==> src/rtl/dsp_seq_pkg.sv <==
// dsp_seq_pkg: OPMODE codes, sequencer states and pipeline tag type for dsp_mac_sequencer.
package dsp_seq_pkg;
    localparam logic [7:0] OPM_FIRST   = 8'h01;
    localparam logic [7:0] OPM_FIRST_C = 8'h0D;
    localparam logic [7:0] OPM_ACC     = 8'h09;
    localparam logic [7:0] OPM_HOLD    = 8'h08;
    typedef enum logic [1:0] {ACCUM, DRAIN, RESULT} state_t;
    typedef struct packed {
        logic valid;
        logic first;
        logic last;
    } tag_t;
endpackage

==> src/rtl/dsp_tag_pipe.sv <==
// dsp_tag_pipe: tag delay line mirroring the slice pipeline; taps for OPMODE drive and P capture.
module dsp_tag_pipe
    import dsp_seq_pkg::*;
#(
    parameter int DEPTH   = 4,
    parameter int OPM_TAP = 1
) (
    input  logic CLK,
    input  logic RST,
    input  tag_t in_tag,
    output logic opm_valid,
    output logic opm_first,
    output logic cap_last
);
    tag_t stage [DEPTH];
    always_ff @(posedge CLK) begin
        if (RST) begin
            stage <= '{default: '0};
        end else begin
            stage[0] <= in_tag;
            for (int i = DEPTH - 1; i > 0; i--) stage[i] <= stage[i-1];
        end
    end
    // A zero-depth OPMODE tap means the slice registers OPMODE as late as A/B, so drive it from the push itself.
    generate
        if (OPM_TAP == 0) begin : g_opm_direct
            assign opm_valid = in_tag.valid;
            assign opm_first = in_tag.first;
        end else begin : g_opm_tap
            assign opm_valid = stage[OPM_TAP-1].valid;
            assign opm_first = stage[OPM_TAP-1].first;
        end
    endgenerate
    assign cap_last = stage[DEPTH-1].valid && stage[DEPTH-1].last;
endmodule

==> src/rtl/dsp_mac_sequencer.sv <==
// dsp_mac_sequencer: drives a DSP48A1 slice to accumulate sum(a*b) per LEN-pair frame, one result per frame.
// Optional DSP_MAC_ROUND_BIAS_EN adds a C-port bias folded into the first term of every frame.
module dsp_mac_sequencer
    import dsp_seq_pkg::*;
#(
    parameter int LEN      = 8,
    parameter int MULT_LAT = 2,
    parameter int OPM_LAT  = 1,
    parameter int P_LAT    = 1
) (
    input  logic        CLK,
    input  logic        RST,
    input  logic        s_valid,
    output logic        s_ready,
    input  logic [17:0] s_a,
    input  logic [17:0] s_b,
    output logic        m_valid,
    input  logic        m_ready,
    output logic [47:0] m_data,
    output logic [17:0] dsp_a,
    output logic [17:0] dsp_b,
    output logic [7:0]  dsp_opmode,
`ifdef DSP_MAC_ROUND_BIAS_EN
    input  logic [47:0] rnd_bias,
    output logic [47:0] dsp_c,
`endif
    input  logic [47:0] dsp_p
);
    localparam int CW = $clog2(LEN + 1);
`ifdef DSP_MAC_ROUND_BIAS_EN
    localparam logic [7:0] FIRST_CODE = OPM_FIRST_C;
    assign dsp_c = rnd_bias;
`else
    localparam logic [7:0] FIRST_CODE = OPM_FIRST;
`endif
    state_t          state, next_state;
    logic [CW-1:0]   count;
    tag_t            push_tag;
    logic            accept, opm_valid, opm_first, cap_last;
    assign s_ready  = (state == ACCUM) && !RST;
    assign m_valid  = (state == RESULT);
    assign accept   = s_valid && s_ready;
    assign push_tag = {accept, accept && (count == '0), accept && (count == CW'(LEN - 1))};
    // Capture sits one edge past the P register so m_data samples the settled frame sum.
    dsp_tag_pipe #(
        .DEPTH  (MULT_LAT + P_LAT + 1),
        .OPM_TAP(MULT_LAT - OPM_LAT)
    ) u_tags (
        .CLK      (CLK),
        .RST      (RST),
        .in_tag   (push_tag),
        .opm_valid(opm_valid),
        .opm_first(opm_first),
        .cap_last (cap_last)
    );
    always_ff @(posedge CLK) begin
        if (RST) state <= ACCUM;
        else     state <= next_state;
    end
    always_comb begin
        next_state = state;
        next_state = (state == ACCUM && push_tag.last) ? DRAIN  :
                     (state == DRAIN && cap_last)      ? RESULT :
                     (state == RESULT && m_ready)      ? ACCUM  : state;
    end
    always_ff @(posedge CLK) begin
        if (RST) begin
            count      <= '0;
            dsp_a      <= '0;
            dsp_b      <= '0;
            dsp_opmode <= 8'h00;
            m_data     <= '0;
        end else begin
            if (accept) begin
                dsp_a <= s_a;
                dsp_b <= s_b;
                count <= push_tag.last ? '0 : count + CW'(1);
            end
            dsp_opmode <= !opm_valid ? OPM_HOLD : opm_first ? FIRST_CODE : OPM_ACC;
            if (state == DRAIN && cap_last) m_data <= dsp_p;
        end
    end
endmodule

==> config.mk <==
export PLATFORM = sky130hd
export DESIGN_NAME = dsp_mac_sequencer
export DESIGN_NICKNAME = d
export VERILOG_FILES = /design/src/rtl/dsp_seq_pkg.sv /design/src/rtl/dsp_tag_pipe.sv /design/src/rtl/dsp_mac_sequencer.sv
export SDC_FILE = /design/constraint.sdc
export NUM_CORES = 1
export LEC_CHECK = 0
export CORE_MARGIN = 2
export CORE_UTILIZATION = 35
export DETAILED_ROUTE_END_ITERATION = 10
export PLACE_DENSITY = 0.7
export RECOVER_POWER = 25
export SYNTH_ARGS = -nofsm -noshare
export SYNTH_HDL_FRONTEND = slang
export SYNTH_HIERARCHICAL = 1
export SYNTH_SLANG_ARGS = --single-unit
==> constraint.sdc <==
create_clock -name CLK -period 3.5 [get_ports CLK]
set_clock_uncertainty 0.15 [all_clocks]
set_input_delay 0.7 -clock CLK [delete_from_list [all_inputs] [get_ports CLK]]
set_output_delay 0.7 -clock CLK [all_outputs]
set_load 0.01 [all_outputs]
# After elaboration in Yosys (flattened, before gate mapping)
# Index checks and enable logic that the tools add are counted.
# word_totals
regBits	107
latchBits	0
ram_bits	0
romBits	0
inputBits	88
output_inout_bits	94
wordCells	43
memories	0
# classes
add_sub_neg	1
n_mul	0
div	0
magnitude_cmp	0
n_eq_ne	3
n_shift	0
muxes	6
bitwise_logic	1
n_reduce_logical	15
# op_table
cell	n
$mux W4	3
$logic_and A1 B1 Y1	8
$add A4 B1 Y4 const B	1
$eq A4 B3 Y1 const B	1
$logic_not A4 Y1	1
$mux W2	2
$reduce_or A2 Y1	2
$reduce_bool A3 Y1	1
$eq A2 B1 Y1 const B	1
$eq A2 B2 Y1 const B	1
$logic_not A2 Y1	1
$reduce_bool A2 Y1	1
$logic_not A1 Y1	1
$mux W1	1
$not A1 Y1	1

# Depth between registers and ports, before layout
# depth
word_depth	6
depth_mapped	6
mapped_depth_nobuf	4

# By module
# Netlist, hierarchy kept.
# by_module_without_submodules
module	instances	cells_per_inst	area_per_inst_um2	seq_area_each_um2
dsp_mac_sequencer	1	412	3258.1	1841.8
dsp_tag_pipe	1	19	242.7	180.2

# Worst setup path before layout
# No wires, ideal clock.
# synth_path
path_type	input -> register
startpoint	in RST
endpoint	reg u_tags.stage, in the netlist u_tags/opm_first
setup_time_ns	0.065
arrival_time_ns	1.871
required_ns	3.285
setup_slack_ns	1.414
path_stages	5
n_path_buf	2
path_cell_list	or4b_1 -> buf_2 -> clkbuf_1 -> nor4b_1 -> nor2b_1
# synth_rtl
item	line	rtl
start: declaration	dsp_mac_sequencer.sv:12	input logic RST,
end: declaration	dsp_tag_pipe.sv:15	tag_t stage [DEPTH];

# Worst setup path in the final report
# layout_path
startpoint	in RST
endpoint	out s_ready
# layout_via
elab_chain_len	2
# layout_lines
item	line	rtl
$logic_not A1 Y1	dsp_mac_sequencer.sv:40	assign s_ready = (state == ACCUM) && !RST;
$logic_and A1 B1 Y1	dsp_mac_sequencer.sv:40	
end: declaration	dsp_mac_sequencer.sv:14	output logic s_ready,
# Every way passes these cells.

==> flow_summary.json <==
{
  "pwr-share-seq_pct": 55.3,
  "critPathCaptureType": "output port",
  "path_clk_slew_ns": 0.09,
  "grt_pass1_vias": 3154,
  "ios": 182,
  "rsz0062_at_grt": "no",
  "grt_pass1_wl_mm": 15.2,
  "powerDensity_nw_per_um2": 388,
  "worstHoldPathCells": 1,
  "avgRoutedWirePerCell_um": 12.9,
  "fin_crit_ns": 2.87,
  "die_y_um": 104,
  "leakagePower_nw": 1.92,
  "clockBufferDepth": 2,
  "clk_latency_ns": 0.35,
  "required_ns": 2.65,
  "dp_hpwl_mm": 6.63,
  "layout_common_cells": "clkdlybuf4s50_1, nand2_1, dfxtp_1, a21oi_1, nor2b_1",
  "tritoncts": "built",
  "critPathKind": "primary input to output port",
  "fmax_mhz": 349,
  "combPwrFrac_pct": 10.3,
  "fillers": 932,
  "irDropWorstVdd_uv": 199,
  "gr-total-overflow": 0,
  "core_um2": 9730,
  "antenna_cells": 0,
  "synth_cell_types": 25,
  "drive_gt1_share_pct": 3.35,
  "power.internal_mw": 1.66,
  "r2r_cells": 4,
  "clkSinkCount": 101,
  "gp_congestion": 0.796,
  "drt-initial-drc-count": 73,
  "timing.slew.headroom_pct": -3.62,
  "p_clk_share_pct": 34.4,
  "final_common_cell": "clkdlybuf4s50_1",
  "nets": 682,
  "drc": 0,
  "seq_area_frac_synth_pct": 57.8,
  "arrival_ns": 2.02,
  "violations": "max-capacitance violations, max-slew violations",
  "crit_fanout": 42,
  "finalHoldViolCount": 0,
  "dp_slack_ns": 0.702,
  "syn_avg_cell_area_um2": 8.12,
  "status": "complete, but fails checks",
  "slew_viol_final": 39,
  "switchingPower_mw": 0.480,
  "start_util_pct": 36.0,
  "finalWirelength_mm": 9.41,
  "synth_area_um2": 3500,
  "fp.dieW_um": 104,
  "drtPass1Iterations": 4,
  "numCtsBuffers": 9,
  "ys_seq_elements": 101,
  "grt_max_degree": 63,
  "finalSetupViolations": 0,
  "ys_warn_count": 6,
  "netSwitchingFraction_pct": 22.4,
  "hold_class": "flip-flop to flip-flop",
  "finalSetupTns_ns": 0,
  "fin_crit_sh_pct": 81.9,
  "syn_inst": 431,
  "grtUsageTotal_pct": 17.1,
  "numPortBuffers": 175,
  "tightest_slew_ns": 1.55,
  "worst_slack_ns": 0.633,
  "via_count": 3340,
  "root_buffer": "clkbuf_8",
  "cts_setup_buffers": 0,
  "cts_resized": 0,
  "crit_path_start_kind": "primary input",
  "via_per_inst": 4.58,
  "die-area_um2": 10800,
  "postRouteAntennaNets": 0,
  "htree_levels": 3,
  "syn2layout_area_growth_pct": 57.6,
  "maxCapViolCount": 1,
  "grt_antenna_before_repair": 0,
  "cts_hold_buf": 0,
  "rows": 36
}
[cell families (layout without fill, tap and decap cells)]
family / after synthesis / after routing / share of synthesized area (%)
AOI/OAI and AO/OA: 92 / 92 / 13.3
DFF: 101 / 101 / 57.8
and+or+nand+nor: 196 / 196 / 22.9
buffers and inverters: 38 / 199 / 4.90
other: 1 / 6 / 0.107
adders and majority gates: 2 / 2 / 0.715
muxes: 1 / 1 / 0.286
[power groups by stage]
stage,sequential [mW],clock [mW],combinational [mW]
3_5_place_dp,1.21,0,0.223
2_1_floorplan,1.22,0,0.0641
4_1_cts,1.18,0.770,0.225
3_3_place_gp,1.21,0,0.222
6_report,1.18,0.736,0.222
5_1_grt,1.19,0.816,0.241
[final cells by class]
cell class / count / area [um^2] / share of cell area, %
Timing Repair Buffer: 180 / 1790 / 32.4
Clock buffer: 11 / 141 / 2.56
Inverter: 3 / 11.3 / 0.204
Multi-Input combinational cell: 297 / 1330 / 24.0
Clock inverter: 5 / 60.1 / 1.09
Sequential cell: 101 / 2020 / 36.6
Tap cell: 133 / 166 / 3.02
[per-layer routing]
metal	routed length (um)	GRT usage (%)
met1	4060	20.7
met2	4400	28.5
met3	853	6.64
met4	89	4.44
met5	0	0
[flip-flops by register name (all words and copies together), names as in the netlist]
register and count:
dsp_b 18, dsp_opmode 2, count 4, u_tags/opm_valid 1, state 2, u_tags/stage 7
m_data 48, dsp_a 18, u_tags/opm_first 1
[metrics by stage]
step | instance area (um^2) | hold WS [ns] | instances | total power [mW] | util, %
5_1_grt | 5520 | 0.296 | 730 | 2.25 | 56.7
6_report | 5520 | 0.264 | 730 | 2.14 | 56.7
3_3_place_gp | 5330 | 0.259 | 714 | 1.43 | 54.7
2_1_floorplan | 3520 | 0.239 | 436 | 1.28 | -
4_1_cts | 5530 | 0.267 | 730 | 2.18 | 56.8
3_5_place_dp | 5330 | 0.253 | 714 | 1.43 | 54.7
[Yosys cell counts]
cell type	number	area share (%)
a2bb2oi_1	1	0.25
and3b_1	1	0.25
and2_1	1	0.18
o31ai_1	1	0.21
clkbuf_1	22	2.4
ha_1	2	0.71
nand2b_1	2	0.36
nor4b_1	1	0.25
buf_1	2	0.21
buf_2	5	0.71
dfxtp_1	101	58
a21oi_1	88	13
inv_1	3	0.32
nand3b_1	2	0.43
buf_4	6	1.3
nand3_1	2	0.29
nand2_1	171	18
mux2i_1	1	0.29
or4b_1	1	0.29
nor2b_1	11	2.0
nor3_1	1	0.14
or4_1	1	0.21
nor2_1	2	0.21
conb_1	1	0.11
o21ai_0	2	0.29
[path summary, 6_finish.rpt]
path,start,endpoint,slack (ns)
worst min register to register,u_tags/opm_first$_SDFF_PP0_,dsp_opmode[3]$_SDFF_PP0_,0.26
worst max-delay path,RST,s_ready,0.63
worst max register to register,state[0]$_SDFFE_PP0P_,m_data[42]$_SDFFE_PP0P_,0.73
worst min-delay path,u_tags/opm_first$_SDFF_PP0_,dsp_opmode[3]$_SDFF_PP0_,0.26
[critical path: stages]
cell and delay, ns:
clkbuf_2 0.45, nor3_1 0.28, clkdlybuf4s50_1 0.57
No activity file was read; power rests on OpenSTA's default activity.
